`config.mk`:
```
export PLATFORM = sky130hd
export DESIGN_NAME = load_sequencer_flat
export DESIGN_NICKNAME = d
export VERILOG_FILES = /design/src/rtl/load_sequencer_pkg.sv /design/src/rtl/load_sequencer_if.sv /design/src/rtl/load_sequencer_rr_arb2.sv /design/src/rtl/load_sequencer.sv /design/src/flat_wrapper.sv
export SDC_FILE = /design/constraint.sdc
export NUM_CORES = 1
export LEC_CHECK = 0
export ABC_AREA = 1
export ABC_CLOCK_PERIOD_IN_PS = 2280
export BUFFER_PORTS_ARGS = -buffer_cell sky130_fd_sc_hd__buf_4
export CAP_MARGIN = 25
export CORE_MARGIN = 4
export CORE_UTILIZATION = 32
export DETAILED_ROUTE_END_ITERATION = 12
export GPL_ROUTABILITY_DRIVEN = 0
export PLACE_DENSITY_LB_ADDON = 0.12
export SLEW_MARGIN = 20
export SYNTH_ARGS = -nofsm -noshare
export SYNTH_HDL_FRONTEND = slang
export SYNTH_HIERARCHICAL = 1
export SYNTH_SLANG_ARGS = --single-unit
```
`constraint.sdc`:
```
create_clock -name clock1 -period 2.28 [get_ports clock1]
set_input_delay 0.684 -clock clock1 [delete_from_list [all_inputs] [get_ports clock1]]
set_output_delay 0.684 -clock clock1 [all_outputs]
set_load 0.01 [all_outputs]
```
`src/rtl/load_sequencer_pkg.sv`:
```
// Shared types for the load sequencer:
// FSM state encoding and source identifiers.
package load_seq_pkg;

   typedef enum logic [1:0] {
      IDLE = 2'd0,
      LOAD = 2'd1,
      WAIT = 2'd2
   } state_e;

   localparam logic SRC_INC = 1'b0;
   localparam logic SRC_DEC = 1'b1;

endpackage

```
`src/rtl/load_sequencer_if.sv`:
```
// Source channels, consumer ack and register-side
// outputs of the load sequencer.
interface load_sequencer_if #(
   parameter int DATA_W = 4
);

   logic              inc_valid;
   logic [DATA_W-1:0] inc_data;
   logic              inc_ready;
   logic              dec_valid;
   logic [DATA_W-1:0] dec_data;
   logic              dec_ready;
   logic              next;
   logic              reg_enable;
   logic [DATA_W-1:0] reg_data;
   logic              reg_src;
   logic              busy;
   logic              timeout;

   modport master (
      output inc_valid, inc_data,
      output dec_valid, dec_data,
      output next,
      input  inc_ready, dec_ready,
      input  reg_enable, reg_data, reg_src,
      input  busy, timeout
   );

   modport slave (
      input  inc_valid, inc_data,
      input  dec_valid, dec_data,
      input  next,
      output inc_ready, dec_ready,
      output reg_enable, reg_data, reg_src,
      output busy, timeout
   );

endinterface

```
`src/rtl/load_sequencer_rr_arb2.sv`:
```
// Two-request round-robin arbiter; the tie-break
// pointer only moves when the grant is consumed.
module rr_arb2
   import load_seq_pkg::*;
(
   input  logic       clk,
   input  logic       rst_n,
   input  logic [1:0] req,
   input  logic       upd,
   output logic [1:0] gnt
);

   // Source that wins when both request
   logic pref_q, pref_d;

   always_comb begin
      gnt = req;
      if (req == 2'b11) begin
         gnt = (pref_q == SRC_DEC) ? 2'b10 : 2'b01;
      end
      pref_d = pref_q;
      if (upd && (gnt != 2'b00)) begin
         pref_d = gnt[0] ? SRC_DEC : SRC_INC;
      end
   end

   always_ff @(posedge clk or negedge rst_n) begin
      if (!rst_n) begin
         pref_q <= SRC_INC;
      end else begin
         pref_q <= pref_d;
      end
   end

endmodule

```
`src/rtl/load_sequencer.sv`:
```
// Arbitrates inc/dec sources, strobes the data
// register, then waits for next or a timeout.
module load_sequencer
   import load_seq_pkg::*;
#(
   parameter int DATA_W   = 4,
   parameter int WAIT_MAX = 15
) (
   input logic             clock1,
   input logic             rst_n,
   load_sequencer_if.slave bus
);

   localparam int CNT_W = 8;
   localparam logic [CNT_W-1:0] CNT_LAST =
      CNT_W'(WAIT_MAX - 1);

   state_e            state_q, state_d;
   logic [CNT_W-1:0]  cnt_q, cnt_d;
   logic [DATA_W-1:0] reg_data_q, reg_data_d;
   logic              reg_src_q, reg_src_d;
   logic              reg_enable_q, reg_enable_d;
   logic              busy_q, busy_d;
   logic              timeout_q, timeout_d;
   logic [1:0]        gnt;
   logic              idle;
   logic              xfer;

   // Readies must stay low while reset is held
   assign idle = rst_n && (state_q == IDLE);
   assign xfer = idle && (bus.inc_valid || bus.dec_valid);

   rr_arb2 u_arb (
      .clk   (clock1),
      .rst_n (rst_n),
      .req   ({bus.dec_valid, bus.inc_valid}),
      .upd   (xfer),
      .gnt   (gnt)
   );

   assign bus.inc_ready  = idle && gnt[0];
   assign bus.dec_ready  = idle && gnt[1];
   assign bus.reg_enable = reg_enable_q;
   assign bus.reg_data   = reg_data_q;
   assign bus.reg_src    = reg_src_q;
   assign bus.busy       = busy_q;
   assign bus.timeout    = timeout_q;

   always_comb begin
      state_d    = state_q;
      cnt_d      = cnt_q;
      reg_data_d = reg_data_q;
      reg_src_d  = reg_src_q;
      timeout_d  = 1'b0;
      unique case (state_q)
         IDLE: begin
            if (xfer) begin
               state_d    = LOAD;
               reg_src_d  = gnt[1] ? SRC_DEC : SRC_INC;
               reg_data_d = gnt[1] ? bus.dec_data
                                   : bus.inc_data;
            end
         end
         LOAD: begin
            cnt_d   = '0;
            state_d = bus.next ? IDLE : WAIT;
         end
         WAIT: begin
            cnt_d = cnt_q + 1'b1;
            // An ack in the final cycle beats the timeout
            if (bus.next) begin
               state_d = IDLE;
            end else if (cnt_q == CNT_LAST) begin
               state_d   = IDLE;
               timeout_d = 1'b1;
            end
         end
         default: state_d = IDLE;
      endcase
      reg_enable_d = (state_d == LOAD);
      busy_d       = (state_d != IDLE);
   end

   always_ff @(posedge clock1 or negedge rst_n) begin
      if (!rst_n) begin
         state_q      <= IDLE;
         cnt_q        <= '0;
         reg_data_q   <= '0;
         reg_src_q    <= SRC_INC;
         reg_enable_q <= 1'b0;
         busy_q       <= 1'b0;
         timeout_q    <= 1'b0;
      end else begin
         state_q      <= state_d;
         cnt_q        <= cnt_d;
         reg_data_q   <= reg_data_d;
         reg_src_q    <= reg_src_d;
         reg_enable_q <= reg_enable_d;
         busy_q       <= busy_d;
         timeout_q    <= timeout_d;
      end
   end

endmodule

```
`src/flat_wrapper.sv`:
```
// flat-port wrapper written by rule: the top's interface ports become plain ports
module load_sequencer_flat import load_seq_pkg::*;
#(
   parameter int DATA_W   = 4,
   parameter int WAIT_MAX = 15
)
  (clock1, rst_n, bus_inc_valid, bus_inc_data, bus_dec_valid, bus_dec_data, bus_next, bus_inc_ready, bus_dec_ready, bus_reg_enable, bus_reg_data, bus_reg_src, bus_busy, bus_timeout);
  load_sequencer_if #(.DATA_W(DATA_W)) bus_i ();
  input logic clock1;
  input logic rst_n;
  input wire logic [$bits(bus_i.inc_valid)-1:0] bus_inc_valid;
  input wire logic [$bits(bus_i.inc_data)-1:0] bus_inc_data;
  input wire logic [$bits(bus_i.dec_valid)-1:0] bus_dec_valid;
  input wire logic [$bits(bus_i.dec_data)-1:0] bus_dec_data;
  input wire logic [$bits(bus_i.next)-1:0] bus_next;
  output wire logic [$bits(bus_i.inc_ready)-1:0] bus_inc_ready;
  output wire logic [$bits(bus_i.dec_ready)-1:0] bus_dec_ready;
  output wire logic [$bits(bus_i.reg_enable)-1:0] bus_reg_enable;
  output wire logic [$bits(bus_i.reg_data)-1:0] bus_reg_data;
  output wire logic [$bits(bus_i.reg_src)-1:0] bus_reg_src;
  output wire logic [$bits(bus_i.busy)-1:0] bus_busy;
  output wire logic [$bits(bus_i.timeout)-1:0] bus_timeout;
  assign bus_i.inc_valid = bus_inc_valid;
  assign bus_i.inc_data = bus_inc_data;
  assign bus_i.dec_valid = bus_dec_valid;
  assign bus_i.dec_data = bus_dec_data;
  assign bus_i.next = bus_next;
  assign bus_inc_ready = bus_i.inc_ready;
  assign bus_dec_ready = bus_i.dec_ready;
  assign bus_reg_enable = bus_i.reg_enable;
  assign bus_reg_data = bus_i.reg_data;
  assign bus_reg_src = bus_i.reg_src;
  assign bus_busy = bus_i.busy;
  assign bus_timeout = bus_i.timeout;
  load_sequencer #(.DATA_W(DATA_W), .WAIT_MAX(WAIT_MAX)) u_core (.clock1(clock1), .rst_n(rst_n), .bus(bus_i));
endmodule
```
==> summary.md <==
| Metric | Value |
|---|---|
| First-pass GRT wire length | `3700 um` |
| Antenna Cells | `0` |
| CTS-repair resized insts | `0` |
| Gr usage total | `0.114` |
| Slew Viols, Final | `0` |
| Routed len/inst | `10.7 um` |
| DR vias/cell | `4.37` |
| 1st-pass router iterations | `4` |
| CTS Buffer Depth | `2` |
| CTS root buffer | `clkbuf_4` |
| Tcrit/Tclk final | `0.905` |
| Clk pin slew, worst setup/hold paths | `0.11 ns` |
| Synth Area per Inst | `7.78 um2` |
| Hold slack final | `0.356 ns` |
| Min cycle time layout | `2.06 ns` |
| Post-synth cell types | `22` |
| Internal power | `0.702 mW` |
| Dpl hpwl | `1740 um` |
| Register area share after synthesis | `0.466` |
| Io pins | `23` |
| Worst-Margin Slew | `0.291 ns` |
| Hold Crit Class | `in -> async` |
| Hold Vio Cnt, Final | `0` |
| RSZ-0062 raised after global routing | `false` |
| Largest area contributor in the netlist | `dfrtp_1` |
| Status | `complete, no violations` |
| Antenna violations before repair | `0` |
| Die W | `64.5 um` |
| Core footprint | `0.00305 mm2` |
| Vias in the first global route | `876` |
| Share of cells above drive strength 1 | `0.220` |
| Cts hold-fix bufs | `0` |
| Final net count | `179` |
| Sw Ratio | `0.387` |
| P per Cell Area | `895 mW/mm2` |
| Setup TNS | `0 ns` |
| DIE HEIGHT | `64.5 um` |
| CP max FO | `6` |
| Die ar. | `0.00415 mm2` |
| Post-Route WL | `2170 um` |
| Post-DP Area | `0.00125 mm2` |
| GR Util met2 | `0.196` |
| Clk pwr share | `0.149` |
| Clock skew | `0.00399 ns` |
| Final setup margin | `0.216 ns` |
| Setup violators final | `0` |
| Max VDD drop | `474 uV` |
| Syn nets | `150` |
| CP endpoint kind | `output pin` |
| Kind of critical path | `in -> out` |
| Synth Instances | `131` |
| Pre-CTS setup slack | `0.196 ns` |
| FF+latch count, synth | `19` |
| Final Instance Area | `0.00128 mm2` |
| Post-CTS Setup Inserts | `0` |
| Top-area cell type share of the netlist area | `0.466` |
| GR Layer Usage met1 | `0.133` |
| CP arrival | `1.38 ns` |
| Synth-to-layout area growth | `25.6%` |
| Drt drc | `0` |
| H-Tree Depth | `1` |
| Largest cells by area after synthesis | `dfrtp_1 (47%), nand2_1 (13%), ha_1 (7.4%)` |
| Fmax | `0.484 GHz` |
| Starting Density | `0.334` |
| Most used routing layer | `met2` |
| Max Cap Viol | `0` |
| Worst setup SP type | `primary input` |
| Starting DRT DRC Count | `32` |
| WP data required | `1.60 ns` |
| Sw power | `0.444 mW` |
| Insertion delay to the later sink of the worst-skew pair | `0.29 ns` |
| Antenna-violating nets left | `0` |
| Leak | `0.641 nW` |
| Rows | `20` |
| Synth Cell Area | `0.00102 mm2` |
| Via count | `888` |
| Met3 Usage GRT | `0.0399` |
| FILL cells | `324` |
| Share of power burned in registers | `0.426` |
| CTS Sinks | `19` |
| I/O Buffers | `22` |
| TritonCTS clock tree | `built` |
| Slew HR | `0.804` |
| Largest net degree at the start of global routing | `20` |
| Synthesis Warnings | `6` |
| TritonCTS Buffers | `3` |
| GRT overflow | `0` |
| Logic gate share of total power | `0.425` |
## logic make-up (layout without fill, tap and decap cells)
| group | after synthesis | count (layout) | share of synthesized area |
|---|---|---|---|
| AO/OA/AOI/OAI | 17 | 17 | 0.101 |
| adder cells (fa/ha/maj) | 6 | 6 | 0.0736 |
| buffers and inverters | 22 | 50 | 0.0847 |
| flip-flops | 19 | 19 | 0.466 |
| AND/OR/NAND/NOR | 67 | 67 | 0.275 |
## state kept, by name (all words and copies together), names as in the netlist
| name | count |
|---|---|
| u_core/cnt_q | 8 |
| u_core/bus.reg_data | 4 |
| u_core/state_q | 2 |
| u_core/bus.busy | 1 |
| u_core/bus.reg_enable | 1 |
| u_core/bus.reg_src | 1 |
| u_core/bus.timeout | 1 |
| u_core/u_arb/pref_q | 1 |
## routing by layer
| layer | share of wire | vias up |
|---|---|---|
| met3 | 0.035 | 2 |
| met2 | 0.49 | 10 |
| met5 | 0 | - |
| met1 | 0.47 | 402 |
| met4 | 0.0087 | 0 |
| li1 | - | 474 |
## layout by cell type, fill, tap and decap left out, drive strengths merged
master | netlist | routed
a31oi | 4 | 4
nand2 | 35 | 35
clkinv | 1 | 1
clkbuf | 0 | 4
a21boi | 2 | 2
ha | 6 | 6
a21oi | 2 | 2
dfrtp | 19 | 19
inv | 20 | 20
nand3 | 7 | 7
buf | 1 | 25
nor3 | 4 | 4
o21bai | 1 | 1
o31ai | 1 | 1
o21ai | 6 | 6
nor4 | 1 | 1
nor2 | 20 | 20
o211ai | 1 | 1
## through the flow
stage / total power [mW] / instances / utilization
after detailed placement: 0.994 / 199 / 0.411
after global placement: 0.990 / 199 / 0.411
after CTS: 1.17 / 203 / 0.420
final: 1.15 / 203 / 0.420
after floorplan: 0.788 / 131 / -
after global routing: 1.27 / 203 / 0.420
## worst max-delay path: stages
cell      delay [ns]
buf_4           0.12
a21boi_1        0.18
inv_1           0.13
nor2_1          0.13
buf_4           0.13
## power by group through the flow
stage | Clock (mW) | Sequential (mW) | Combinational (mW)
finish | 0.171 | 0.488 | 0.487
global route | 0.197 | 0.503 | 0.567
CTS | 0.183 | 0.490 | 0.499
detailed placement | 0 | 0.496 | 0.498
global placement | 0 | 0.493 | 0.498
floorplan | 0 | 0.516 | 0.273
## cell type report
cell class / instances / area [um2] / area share
flip-flops and latches: 19 / 475 / 0.371
multi-input cells: 90 / 458 / 0.357
repair buffers: 25 / 188 / 0.146
inverters: 21 / 78.8 / 0.0615
well taps: 44 / 55.1 / 0.0430
clock buffers: 4 / 26.3 / 0.0205
## synth_stat cells, drive strengths merged
master / number
a21oi: 2
o21ai: 6
buf: 1
o21bai: 1
a31oi: 4
a21boi: 2
nor3: 4
ha: 6
nand3: 7
o211ai: 1
nand2: 35
nor4: 1
clkinv: 1
dfrtp: 19
inv: 20
o31ai: 1
nor2: 20
## path summary, 6_finish.rpt
check	from	slack, ns	cells past startpoint	end
min in group clock1	u_core/bus.reg_src$_DFFE_PN0P_	0.51	2	u_core/bus.reg_src$_DFFE_PN0P_
max in group asynchronous	rst_n	1.72	2	u_core/state_q[0]$_DFF_PN0_
setup / recovery	bus_inc_valid	0.22	5	bus_dec_ready
hold reg to reg	u_core/bus.reg_src$_DFFE_PN0P_	0.51	2	u_core/bus.reg_src$_DFFE_PN0P_
hold / removal	rst_n	0.36	2	u_core/cnt_q[6]$_DFFE_PN0P_
setup reg to reg	u_core/state_q[0]$_DFF_PN0_	0.67	9	u_core/cnt_q[6]$_DFFE_PN0P_
(Power assumes the default switching activity.)
